### config.mk
export PLATFORM = sky130hd
export DESIGN_NAME = uart_rx
export DESIGN_NICKNAME = d
export VERILOG_FILES = /design/src/rtl/uart_pkg.sv /design/src/rtl/uart_sync2.sv /design/src/rtl/uart_rx.sv
export SDC_FILE = /design/constraint.sdc
export NUM_CORES = 1
export LEC_CHECK = 0
export ABC_CLOCK_PERIOD_IN_PS = 2400
export CELL_PAD_IN_SITES_DETAIL_PLACEMENT = 1
export CELL_PAD_IN_SITES_GLOBAL_PLACEMENT = 1
export CORE_ASPECT_RATIO = 0.6
export CORE_MARGIN = 2
export CORE_UTILIZATION = 41
export CTS_CLUSTER_SIZE = 8
export DETAILED_ROUTE_END_ITERATION = 7
export PLACE_DENSITY_LB_ADDON = 0.05
export SYNTH_ARGS = -nofsm -noshare
export SYNTH_HDL_FRONTEND = slang
export SYNTH_SLANG_ARGS = --single-unit
### constraint.sdc
create_clock -name clk -period 2.4 [get_ports clk]
set_input_delay 0.48 -clock clk [delete_from_list [all_inputs] [get_ports clk]]
set_output_delay 0.48 -clock clk [all_outputs]
set_load 0.1 [all_outputs]
### src/rtl/uart_pkg.sv
// Shared UART definitions: receiver FSM states, default frame geometry and
// system clock/baud constants used by the receiver and baud-rate generator.
package uart_pkg;

  typedef enum logic [2:0] {
    IDLE,
    START,
    DATA,
    PARITY,
    STOP
  } uart_state_t;

  localparam int DEFAULT_DATA_BITS  = 8;
  localparam int DEFAULT_OVERSAMPLE = 16;
  localparam int CLK_HZ             = 100_000_000;
  localparam int BAUD               = 9600;

  // Counter width that never collapses to zero bits.
  function automatic int cnt_width(input int n);
    return (n > 1) ? $clog2(n) : 1;
  endfunction

endpackage

### src/rtl/uart_sync2.sv
// Two-flop synchronizer for the asynchronous RX pin; resets to the idle
// (high) line level so no false start bit is seen after reset.
module uart_sync2 (
  input  logic clk,
  input  logic reset,
  input  logic i_d,
  output logic o_q
);

  logic [1:0] r_stage;

  always_ff @(posedge clk) begin
    if (!reset) begin
      r_stage <= 2'b11;
    end else begin
      r_stage <= {r_stage[0], i_d};
    end
  end

  assign o_q = r_stage[1];

endmodule

### src/rtl/uart_rx.sv
// Oversampled 8N1 UART receiver with done / framing-error strobes.
// Define UART_RX_PARITY_EN to add an even-parity bit between data and stop.
module uart_rx
  import uart_pkg::*;
#(
  parameter int DATA_BITS  = DEFAULT_DATA_BITS,
  parameter int OVERSAMPLE = DEFAULT_OVERSAMPLE
) (
  input  logic                 clk,
  input  logic                 reset,
  input  logic                 br_tick,
  input  logic                 rx,
  output logic [DATA_BITS-1:0] rx_data,
  output logic                 rx_done,
  output logic                 rx_busy,
  output logic                 rx_frame_err,
  output logic                 rx_parity_err
);

  localparam int TW = cnt_width(OVERSAMPLE);
  localparam int BW = cnt_width(DATA_BITS);
  localparam logic [TW-1:0] TICK_MID  = TW'(OVERSAMPLE / 2 - 1);
  localparam logic [TW-1:0] TICK_LAST = TW'(OVERSAMPLE - 1);
  localparam logic [BW-1:0] BIT_LAST  = BW'(DATA_BITS - 1);

  logic                 w_rx_s;
  uart_state_t          r_state, w_state_next;
  logic [TW-1:0]        r_tick, w_tick_next;
  logic [BW-1:0]        r_bit, w_bit_next;
  logic [DATA_BITS-1:0] r_shift, w_shift_next;
  logic [DATA_BITS-1:0] r_data, w_data_next;
  logic                 r_done, w_done_next;
  logic                 r_ferr, w_ferr_next;
  logic                 r_busy;
`ifdef UART_RX_PARITY_EN
  logic                 r_perr_flag, w_perr_flag_next;
  logic                 r_perr, w_perr_next;
`endif

  uart_sync2 u_sync (
    .clk   (clk),
    .reset (reset),
    .i_d   (rx),
    .o_q   (w_rx_s)
  );

  always_comb begin
    w_state_next = r_state;
    w_tick_next  = r_tick;
    w_bit_next   = r_bit;
    w_shift_next = r_shift;
    w_data_next  = r_data;
    w_done_next  = 1'b0;
    w_ferr_next  = 1'b0;
`ifdef UART_RX_PARITY_EN
    w_perr_flag_next = r_perr_flag;
    w_perr_next      = 1'b0;
`endif
    case (r_state)
      // Start detection is immediate; any tick on this cycle is not counted.
      IDLE: begin
        w_tick_next = '0;
        if (!w_rx_s) begin
          w_state_next = START;
        end
      end
      START: begin
        if (br_tick) begin
          if (r_tick == TICK_MID) begin
            w_tick_next = '0;
            if (!w_rx_s) begin
              w_state_next = DATA;
              w_bit_next   = '0;
            end else begin
              w_state_next = IDLE;
            end
          end else begin
            w_tick_next = r_tick + 1'b1;
          end
        end
      end
      DATA: begin
        if (br_tick) begin
          if (r_tick == TICK_LAST) begin
            w_tick_next  = '0;
            w_shift_next = {w_rx_s, r_shift[DATA_BITS-1:1]};
            if (r_bit == BIT_LAST) begin
`ifdef UART_RX_PARITY_EN
              w_state_next = PARITY;
`else
              w_state_next = STOP;
`endif
            end else begin
              w_bit_next = r_bit + 1'b1;
            end
          end else begin
            w_tick_next = r_tick + 1'b1;
          end
        end
      end
`ifdef UART_RX_PARITY_EN
      PARITY: begin
        if (br_tick) begin
          if (r_tick == TICK_LAST) begin
            w_tick_next      = '0;
            w_perr_flag_next = ^{r_shift, w_rx_s};
            w_state_next     = STOP;
          end else begin
            w_tick_next = r_tick + 1'b1;
          end
        end
      end
`endif
      STOP: begin
        if (br_tick) begin
          if (r_tick == TICK_LAST) begin
            w_tick_next  = '0;
            w_state_next = IDLE;
`ifdef UART_RX_PARITY_EN
            w_perr_next = r_perr_flag;
            if (w_rx_s && !r_perr_flag) begin
`else
            if (w_rx_s) begin
`endif
              w_data_next = r_shift;
              w_done_next = 1'b1;
            end
            w_ferr_next = !w_rx_s;
          end else begin
            w_tick_next = r_tick + 1'b1;
          end
        end
      end
      default: w_state_next = IDLE;
    endcase
  end

  always_ff @(posedge clk) begin
    if (!reset) begin
      r_state <= IDLE;
      r_tick  <= '0;
      r_bit   <= '0;
      r_shift <= '0;
      r_data  <= '0;
      r_done  <= 1'b0;
      r_ferr  <= 1'b0;
      r_busy  <= 1'b0;
`ifdef UART_RX_PARITY_EN
      r_perr_flag <= 1'b0;
      r_perr      <= 1'b0;
`endif
    end else begin
      r_state <= w_state_next;
      r_tick  <= w_tick_next;
      r_bit   <= w_bit_next;
      r_shift <= w_shift_next;
      r_data  <= w_data_next;
      r_done  <= w_done_next;
      r_ferr  <= w_ferr_next;
      r_busy  <= (w_state_next != IDLE);
`ifdef UART_RX_PARITY_EN
      r_perr_flag <= w_perr_flag_next;
      r_perr      <= w_perr_next;
`endif
    end
  end

  assign rx_data      = r_data;
  assign rx_done      = r_done;
  assign rx_busy      = r_busy;
  assign rx_frame_err = r_ferr;
`ifdef UART_RX_PARITY_EN
  assign rx_parity_err = r_perr;
`else
  assign rx_parity_err = 1'b0;
`endif

endmodule

==> impl_results.md <==
* Status: completed
* CP Launch Type: register
* Initial core utilization at 0.426
* Synth area leader: dfxtp_1
* Leakage power total at 0.621 nW
* Area Growth Syn to Fin at 19.6%
* CTS Buf Count at 5
* Syn Area/Cell at 8.92 um^2
* Synth area leaders: dfxtp_1, mux2i_1, a21oi_1
* Largest net degree at the start of global routing at 14
* DRT iter0 DRCs at 35
* RSZ-0062 raised after global routing: no
* Final setup viols at 0
* Overall routed net length at 3.26 mm
* First-pass GRT wire length at 5.60 mm
* Post-synthesis net count at 162
* Vias at 1,163
* Number of global-route vias before repair at 1,144
* Clock slew at reported path FFs at around 0.070 ns
* Synth Area in Simple Gates at 0.225
* Final Critical Period at 1.95 ns
* Post-synthesis mux area share at 0.0579
* DIE HEIGHT at 49.0 um
* Critical Path Fanout Max at 11
* Setup TNS at 0 ns
* Initial antenna violation count at 0
* Final Util at 0.510
* Commonest non-fill, non-tap cell in the layout: dfxtp_1
* Number of distinct library cells after synthesis at 37
* Slew Viols, Final at 0
* Critical Path Max Stage Delay at 0.55 ns
* Yosys top cell area share at 0.449
* DP Wirelength at 2.42 mm
* H-tree levels at 2
* Max Buffers Root-to-Sink at 2
* Post-CTS Resized at 0
* Ant. Diodes at 0
* CTS tree: done
* Slowest cell on crit path: dfxtp_1
* Post-Synth XOR/XNOR Area at 0.00633
* Hold Fails Final Rpt at 0
* Synth Flop Type: dfxtp_1
* CTS sink cnt at 31
* Max-Cap Viols at 0
* Post-synth EDFFs at 0
* Insertion delay to the later sink of the worst-skew pair at 0.28 ns
* Slew HR at 0.535
* Yosys warns at 0
* Global Route Usage Sum at 0.189
* Residual DRC at 0
* DIE AREA at 0.00387 mm^2
* Die Width at 79.0 um
* CP bufs+invs at 0
* VDD IR-drop max at 285 uV
* CP Data Required Time at 2.62 ns
* Crit-path cells: or3b_1 > o32a_4 > or4b_1 > a21oi_1
* Asr flop ratio synth at 0
* Synth Cell Area at 0.00138 mm^2
* Most frequent cells in the layout: dfxtp_1, buf_4, o21ai_0, a21oi_1, nor2_1
* Site Rows at 16
* Final period utilization at 0.811
* Syn Inst Count at ~160
* Avg Vias per Cell at 5.31
* # port buffers at 14
* Critical Path AT at 2.16 ns
* Placeable Area at between 0.003 and 0.004 mm^2
* Clock skew at between 0.007 and 0.008 ns
* FF-to-FF Start: r_state[1]
* Post CTS Setup Buffer Count at 0
* Nets at 180
* Top Family by Delay on Critical Path: simple AND/OR/NAND/NOR gates
* FMAX at 513 MHz
* IO Pins at 16
* Adder-cell share of the synthesized area at 0.0344
* Slew at the pin closest to its max-slew limit at 0.695 ns
* Layout cell share with drive strength beyond 1 at 0.161
* CP Capture Type: register
* WS Path Type: reg2reg
* Global placement routability congestion at roughly 0.85
* Sequential share of the synthesized area at 0.449
* GRT overflow at 0
* Hold-fix buffers, CTS at 0
* Drt pass-1 iters at 4
* Worst Setup SP: r_state[1]
* Clock root cell: clkbuf_8
* PwrDens at 618 mW/mm^2
* FF-to-FF setup slack at 0.45 ns
* Post-DRT Antenna Nets at 0
* Synth Area in Compound Gates at 0.177
* Main combinational cell family by area after synthesis: simple AND/OR/NAND/NOR gates
* Hold Startpoint: u_sync.r_stage[0]
* Drt wl/cell at 14.9 um
* #FFs+latches synth at 31
* Worst Hold Class: reg2reg
-- layout make-up --
class / instances / area, um^2
flip-flops and latches: 31 / 621
well taps: 45 / 56.3
inverters: 4 / 15.0
repair buffers: 21 / 165
clock buffers: 8 / 100
multi-input cells: 110 / 697
fillers: 394 / 1590
-- layer usage --
metal / global-route usage / wire, um / vias up
met4: 0.0517 / 37 / 0
met5: 0 / 0 / -
met3: 0.0611 / 101 / 4
met2: 0.278 / 1370 / 13
met1: 0.267 / 1760 / 564
li1: - / - / 582
-- kinds of logic after synthesis --
| kind of cell | after synthesis |
|---|---|
| AOI/OAI and AO/OA | 40 |
| muxes | 8 |
| adders and majority gates | 4 |
| xor gates and xnor gates | 1 |
| other | 1 |
| buffers and inverters | 14 |
| and+or+nand+nor | 56 |
| DFF | 31 |
-- flip-flops by register name (all words and copies together), names as in the netlist --
signal and cells:
r_bit 3, r_shift 8, r_state 3, r_tick 4
rx_busy 1, rx_data 8, rx_done 1, rx_frame_err 1
u_sync.r_stage 2
-- power by group --
group	internal, mW	switching, mW	total, mW
sequential	0.518	0.00532	0.524
combinational	0.0163	0.0360	0.0523
clock	0.261	0.184	0.446
-- synth_stat cells, types with 2 or more instances --
master and count:
or4b_1 2, nand2b_1 7, or4_1 2, ha_1 3
nor3_1 3, o21ai_0 14, clkbuf_1 7, nor2_1 13
nor4_1 3, or3b_1 3, inv_1 4, mux2i_1 8
dfxtp_1 31, a31oi_1 2, a21oi_1 14, nand2_1 11
nand3_1 6, o211ai_1 3
-- through the flow --
step	total power, mW	hold WS, ns	std cells	area [um^2]	setup slack (ns)
3_3_place_gp	0.586	0.392	211	1550	0.299
6_report	1.02	0.407	219	1650	0.452
2_1_floorplan	0.570	0.386	155	1380	0.696
4_1_cts	1.03	0.411	219	1650	0.449
3_5_place_dp	0.587	0.398	211	1550	0.195
5_1_grt	1.07	0.422	219	1650	0.336
-- final timing paths --
path,end,cells past startpoint
worst max register to register,r_bit[1],4
worst min-delay path,u_sync.r_stage[1],1
worst max-delay path,r_bit[1],4
worst min register to register,u_sync.r_stage[1],1
No activity file was read; power rests on OpenSTA's default activity.
